### config.mk
export PLATFORM = sky130hd
export DESIGN_NAME = filter_coef_bank_flat
export DESIGN_NICKNAME = d
export VERILOG_FILES = /design/src/rtl/filter_coef_bank_if.sv /design/src/rtl/filter_coef_bank.sv /design/src/flat_wrapper.sv
export SDC_FILE = /design/constraint.sdc
export NUM_CORES = 1
export LEC_CHECK = 0
export CAP_MARGIN = 10
export CELL_PAD_IN_SITES_DETAIL_PLACEMENT = 0
export CELL_PAD_IN_SITES_GLOBAL_PLACEMENT = 1
export CORE_MARGIN = 3
export CORE_UTILIZATION = 40
export CTS_CLUSTER_DIAMETER = 40
export DETAILED_ROUTE_END_ITERATION = 12
export PLACE_DENSITY = 0.84
export SETUP_SLACK_MARGIN = 0.1
export SYNTH_ARGS = -nofsm -noshare
export SYNTH_HDL_FRONTEND = slang
export SYNTH_SLANG_ARGS = --single-unit
### constraint.sdc
create_clock -name clk -period 1.7 [get_ports clk]
set_input_delay 0.255 -clock clk [delete_from_list [all_inputs] [get_ports clk]]
set_output_delay 0.255 -clock clk [all_outputs]
set_load 0.02 [all_outputs]
### src/rtl/filter_coef_bank_if.sv
// rtl/filter_coef_bank_if.sv - coefficient bank control/stream/status bundle
//
// Purpose: groups the load control, coefficient stream, frame sync and
// status/kernel outputs of filter_coef_bank into one interface.
// Ports (signals):
//   load_start, sym_mode       load control (master -> slave)
//   coef_in, coef_valid        coefficient stream (master -> slave)
//   coef_ready                 stream back-pressure (slave -> master)
//   frame_sync                 frame boundary pulse (master -> slave)
//   coef_flat                  active kernel, K*K*DATA_W bits (slave -> master)
//   load_done, swap_done       one-cycle status pulses (slave -> master)
//   pending, busy              status levels (slave -> master)
interface filter_coef_bank_if #(
  parameter int DATA_W = 8,
  parameter int K      = 3
) ();
  logic                    load_start;
  logic                    sym_mode;
  logic [DATA_W-1:0]       coef_in;
  logic                    coef_valid;
  logic                    coef_ready;
  logic                    frame_sync;
  logic [K*K*DATA_W-1:0]   coef_flat;
  logic                    load_done;
  logic                    swap_done;
  logic                    pending;
  logic                    busy;

  modport master (
    output load_start, sym_mode, coef_in, coef_valid, frame_sync,
    input  coef_ready, coef_flat, load_done, swap_done, pending, busy
  );

  modport slave (
    input  load_start, sym_mode, coef_in, coef_valid, frame_sync,
    output coef_ready, coef_flat, load_done, swap_done, pending, busy
  );
endinterface

### src/rtl/filter_coef_bank.sv
// rtl/filter_coef_bank.sv - run-time writable KxK coefficient bank with shadow/active swap
//
// Purpose: holds an active kernel driving coef_flat and a shadow kernel loaded
// through a valid/ready stream. The shadow is promoted to active only on
// frame_sync, so one frame never mixes two kernels. In point-symmetric mode
// only the first (K*K+1)/2 coefficients are streamed; each beat also fills its
// mirror entry K*K-1-i.
// Ports:
//   clk    clock
//   rst_n  asynchronous active-low reset (restores the identity kernel)
//   bus    filter_coef_bank_if.slave: load control, coefficient stream,
//          frame_sync, coef_flat and status outputs
module filter_coef_bank #(
  parameter int                DATA_W     = 8,
  parameter int                K          = 3,
  parameter logic [DATA_W-1:0] CENTER_RST = 8'h01
) (
  input  logic             clk,
  input  logic             rst_n,
  filter_coef_bank_if.slave bus
);

  localparam int NUM    = K * K;
  localparam int NSYM   = (NUM + 1) / 2;
  localparam int CENTER = (NUM - 1) / 2;
  localparam int IDX_W  = (NUM > 1) ? $clog2(NUM) : 1;
  localparam int FW     = NUM * DATA_W;

  // Identity kernel: only the centre tap is non-zero.
  localparam logic [FW-1:0] IDENT = FW'(CENTER_RST) << (CENTER * DATA_W);

  typedef enum logic [1:0] {
    IDLE  = 2'd0,
    LOAD  = 2'd1,
    READY = 2'd2
  } state_t;

  state_t              state;
  state_t              state_nxt;
  logic [IDX_W-1:0]    idx;
  logic [IDX_W-1:0]    last_idx;
  logic [IDX_W-1:0]    mirror_idx;
  logic                sym_q;
  logic                beat_wr;
  logic                do_swap;
  logic                load_done;
  logic                swap_done_q;
  logic [DATA_W-1:0]   shadow [NUM];
  logic [FW-1:0]       shadow_flat;
  logic [FW-1:0]       active;

  assign last_idx   = sym_q ? IDX_W'(NSYM - 1) : IDX_W'(NUM - 1);
  assign mirror_idx = IDX_W'(NUM - 1) - idx;

  always_ff @(posedge clk or negedge rst_n) begin
    if (!rst_n) begin
      state <= IDLE;
    end else begin
      state <= state_nxt;
    end
  end

  // load_start takes priority over both a beat and frame_sync in every state.
  always_comb begin
    state_nxt = state;
    beat_wr   = 1'b0;
    load_done = 1'b0;
    do_swap   = 1'b0;
    case (state)
      IDLE: begin
        if (bus.load_start) state_nxt = LOAD;
      end
      LOAD: begin
        if (bus.load_start) begin
          state_nxt = LOAD;
        end else if (bus.coef_valid) begin
          beat_wr = 1'b1;
          if (idx == last_idx) begin
            load_done = 1'b1;
            state_nxt = READY;
          end
        end
      end
      READY: begin
        if (bus.load_start) begin
          state_nxt = LOAD;
        end else if (bus.frame_sync) begin
          do_swap   = 1'b1;
          state_nxt = IDLE;
        end
      end
      default: state_nxt = IDLE;
    endcase
  end

  always_comb begin
    shadow_flat = '0;
    for (int j = 0; j < NUM; j++) begin
      shadow_flat[j*DATA_W +: DATA_W] = shadow[j];
    end
  end

  always_ff @(posedge clk or negedge rst_n) begin
    if (!rst_n) begin
      idx         <= '0;
      sym_q       <= 1'b0;
      swap_done_q <= 1'b0;
      active      <= IDENT;
      for (int j = 0; j < NUM; j++) begin
        shadow[j] <= '0;
      end
    end else begin
      swap_done_q <= do_swap;
      if (bus.load_start) begin
        idx   <= '0;
        sym_q <= bus.sym_mode;
      end else if (beat_wr && (idx != last_idx)) begin
        // Index stops at the last beat so it never wraps by overflow.
        idx <= idx + 1'b1;
      end
      // In sym mode the centre beat targets the same entry twice; harmless.
      for (int j = 0; j < NUM; j++) begin
        if (beat_wr && ((IDX_W'(j) == idx) || (sym_q && (IDX_W'(j) == mirror_idx)))) begin
          shadow[j] <= bus.coef_in;
        end
      end
      if (do_swap) begin
        active <= shadow_flat;
      end
    end
  end

  assign bus.coef_flat  = active;
  assign bus.coef_ready = (state == LOAD);
  assign bus.pending    = (state == READY);
  assign bus.busy       = (state != IDLE);
  assign bus.load_done  = load_done;
  assign bus.swap_done  = swap_done_q;

endmodule
### src/flat_wrapper.sv
// flat-port wrapper written by rule: the top's interface ports become plain ports
module filter_coef_bank_flat 
#(
  parameter int                DATA_W     = 8,
  parameter int                K          = 3,
  parameter logic [DATA_W-1:0] CENTER_RST = 8'h01
)
  (clk, rst_n, bus_load_start, bus_sym_mode, bus_coef_in, bus_coef_valid, bus_frame_sync, bus_coef_ready, bus_coef_flat, bus_load_done, bus_swap_done, bus_pending, bus_busy);
  filter_coef_bank_if #(.DATA_W(DATA_W), .K(K)) bus_i ();
  input  logic clk;
  input  logic rst_n;
  input wire logic [$bits(bus_i.load_start)-1:0] bus_load_start;
  input wire logic [$bits(bus_i.sym_mode)-1:0] bus_sym_mode;
  input wire logic [$bits(bus_i.coef_in)-1:0] bus_coef_in;
  input wire logic [$bits(bus_i.coef_valid)-1:0] bus_coef_valid;
  input wire logic [$bits(bus_i.frame_sync)-1:0] bus_frame_sync;
  output wire logic [$bits(bus_i.coef_ready)-1:0] bus_coef_ready;
  output wire logic [$bits(bus_i.coef_flat)-1:0] bus_coef_flat;
  output wire logic [$bits(bus_i.load_done)-1:0] bus_load_done;
  output wire logic [$bits(bus_i.swap_done)-1:0] bus_swap_done;
  output wire logic [$bits(bus_i.pending)-1:0] bus_pending;
  output wire logic [$bits(bus_i.busy)-1:0] bus_busy;
  assign bus_i.load_start = bus_load_start;
  assign bus_i.sym_mode = bus_sym_mode;
  assign bus_i.coef_in = bus_coef_in;
  assign bus_i.coef_valid = bus_coef_valid;
  assign bus_i.frame_sync = bus_frame_sync;
  assign bus_coef_ready = bus_i.coef_ready;
  assign bus_coef_flat = bus_i.coef_flat;
  assign bus_load_done = bus_i.load_done;
  assign bus_swap_done = bus_i.swap_done;
  assign bus_pending = bus_i.pending;
  assign bus_busy = bus_i.busy;
  filter_coef_bank #(.DATA_W(DATA_W), .K(K), .CENTER_RST(CENTER_RST)) u_core (.clk(clk), .rst_n(rst_n), .bus(bus_i));
endmodule
==> summary.md <==
| Metric | Value |
|---|---|
| Die ar. | `0.0168 sq mm` |
| Worst VDD drop | `0.729 mV` |
| Routed vias | `3810` |
| Die Width | `129 microns` |
| Sequential cell area fraction in the yosys report | `62.4%` |
| Routed wire length | `14.7 mm` |
| Tmin final | `1.97 ns` |
| Number of remaining DRC errors | `0` |
| Mapped Nets | `408` |
| Adder-Cell Fraction of Synth Area | `0.821%` |
| Clk slew on worst S/H paths | `0.06 ns` |
| Core Area | `0.0147 sq mm` |
| Count of different cell masters after synthesis | `43` |
| CTS sink cnt | `152` |
| Port-buffer cells | `90` |
| Yosys top cell area share | `62.0%` |
| Tot GR Track Use | `18.0%` |
| Status | `finished, violations left` |
| Root Buffer | `clkbuf_16` |
| Max-Cap Viols | `0` |
| Pre-CTS setup slack | `-0.399 ns` |
| Compound-Gate Fraction of Synth Area | `3.31%` |
| Post-Synth XOR/XNOR Area | `0%` |
| Sequential cell area | `0.00381 sq mm` |
| Required time of the critical path | `2.00 ns` |
| Crit path capture type | `flip-flop` |
| # diodes | `0` |
| Post-Synth Simple-Gate Area | `4.23%` |
| Post-DP HPWL | `9.06 mm` |
| RSZ-0062 raised after global routing | `true` |
| Cell count after synthesis | `390` |
| Die Ht | `129 microns` |
| Cell taking the most area after synthesis | `dfrtp_1` |
| RePlAce Congestion | `0.784` |
| First-pass GRT wire length | `22.9 mm` |
| Final Setup Violations | `145` |
| Final antenna-violating net count | `0` |
| Largest buffer count on any clock path | `2` |
| Failing checks | `setup timing` |
| Share of cells above drive strength 1 | `52.8%` |
| Critical Path AT | `2.27 ns` |
| Worst Hold Class | `input port to asynchronous set/reset pin` |
| Slew @ Worst Pin | `0.545 ns` |
| Final Skew | `0.0123 ns` |
| Layout area overhead | `52.9%` |
| Setup ws final | `-0.272 ns` |
| Initial antenna violation count | `0` |
| Initial Utilization | `41.5%` |
| Crit path kind | `flip-flop to flip-flop` |
| Fillers | `1050` |
| Routed vias/inst | `4.98` |
| Post-synth ARST share | `100%` |
| Synthesized area | `0.00609 sq mm` |
| Leak | `4.73 nW` |
| Synth Flop Type | `dfrtp_1` |
| Area occupied by multi-input gates | `0.00282 sq mm` |
| Vias in the first global route | `3990` |
| WL/cell | `19.2 microns` |
| DRT iter0 DRCs | `234` |
| CTS buffer count | `17` |
| Pin count of the biggest net entering global routing | `45` |
| Nets | `586` |
| Final period util | `116%` |
| Clock latency on the worst-skew pair | `0.43 ns` |
| Post-synthesis mux area share | `27.5%` |
| Largest family of logic cells by synthesized area | `multiplexers` |
| Final Hold Vio Count | `0` |
| Drt first pass iters | `4` |
| Flops & latches, synth | `152` |
| Ys Warns | `0` |
| Mean Syn Cell Area | `15.6 sq um` |
| CP startpoint kind | `flip-flop` |
| Power Density | `1050 mW/mm^2` |
| I/O Pins | `91` |
| CTS tree | `yes` |
| Setup_tns | `-16.25 ns` |
| Number of synthesized flops with an enable pin | `0` |
| Max_slew headroom | `63.6%` |
| Top cells by area, synth | `dfrtp_1 62%, mux2_2 26%, mux2_4 2.0%, buf_2 0.99%, ha_1 0.82%` |
| H-tree level count | `4` |
| Pins Over Slew Limit | `0` |
| Rows | `44` |
| Max FO, Critical Path | `8` |
| Total grt overflow | `0` |
| FMAX | `507 MHz` |
report_power, final:
part	switching (mW)	leakage [nW]	internal, mW
registers	0.356	2.03	4.15
clock network	1.46	0.291	2.48
logic	0.463	2.40	0.886
total	2.28	4.73	7.52
state kept, by name, indices dropped and copies added (netlist names):
register,count
u_core.idx,4
u_core.bus.coef_flat,72
u_core.shadow,72
u_core.sym_q,1
u_core.state,2
u_core.bus.swap_done,1
cells in the mapped netlist (2+ instances only):
cell / number
buf_2: 12
nand2_1: 6
o21ai_2: 4
dfrtp_1: 151
nor4_1: 4
ha_1: 4
nand2b_1: 8
nor2_1: 4
mux2_2: 138
inv_1: 6
nand4b_1: 2
nor3_1: 3
mux2_4: 8
nor3b_1: 2
a21oi_1: 6
a211o_1: 3
nand3_1: 3
area by class of cell:
type                       count  area share (%)
clock inverter                13            1.91
sequential                   152            40.9
clock buffer                  19            4.75
inverter                       6           0.296
timing repair buffer         174            19.4
tap                          184            2.47
multi-input combinational    217            30.2
per-layer routing:
metal	up-vias	routed length (microns)	GRT usage, %
met4	0	146	4.95
met2	69	7190	28.1
met3	13	491	4.74
met1	1970	6840	25.2
li1	1758	-	-
met5	-	0	0
cells in the final DEF (no fill, tap or decap), types with 5 or more instances in the layout:
master	Yosys	final
buf_12	0	18
nand2_1	6	5
clkinvlp_4	0	5
buf_8	0	8
mux2_4	8	124
dlygate4sd2_1	0	73
clkdlybuf4s50_1	0	12
buf_4	1	45
clkbuf_16	0	17
dfrtp_1	151	148
buf_6	1	15
mux2_2	138	22
stage by stage:
step	total power [mW]	util [%]	cells	cell area (sq um)	hold slack [ns]
3_5_place_dp	5.75	55.5	702	8150	0.173
2_1_floorplan	5.30	-	390	6640	-0.0406
5_1_grt	10.2	63.4	765	9320	0.316
4_1_cts	9.78	61.9	750	9100	0.282
3_3_place_gp	5.67	55.5	702	8150	0.167
6_report	9.80	63.4	765	9320	0.289
path summary, 6_finish.rpt:
path	end	slack [ns]	from	cells after the start
setup reg to reg	u_core.shadow[20]	-0.27	u_core.idx[0]	8
setup / recovery	u_core.shadow[20]	-0.27	u_core.idx[0]	8
hold reg to reg	u_core.bus.coef_flat[32]	0.50	u_core.shadow[32]	1
min in group clk	u_core.sym_q	0.44	bus_sym_mode	2
hold / removal	u_core.shadow[66]	0.29	rst_n	2
max in group asynchronous	u_core.shadow[14]	0.77	rst_n	3
critical path: stages (launching register included):
cell      delay, ns
dfrtp_2        0.41
inv_2          0.07
ha_4           0.17
buf_6          0.12
nand2b_4       0.13
a211o_1        0.31
a21oi_4        0.18
buf_12         0.16
mux2_4         0.30
cell families after synthesis:
| family | after synthesis |
|---|---|
| and+or+nand+nor | 42 |
| muxes | 146 |
| buffers and inverters | 21 |
| adders and majority gates | 4 |
| AOI/OAI and AO/OA | 25 |
| DFF | 152 |
repair_timing:
item / in CTS / in global routing
endpoints found under the hold margin: 30 / 0
setup endpoints to repair: 214 / 149
buffers inserted: 15 / 17
pin swaps: 4 / 10
resized for setup: 148 / 28
hold buffers: 1 / 0
cloned: 3 / 0
Power figures use the tool's default switching activity.
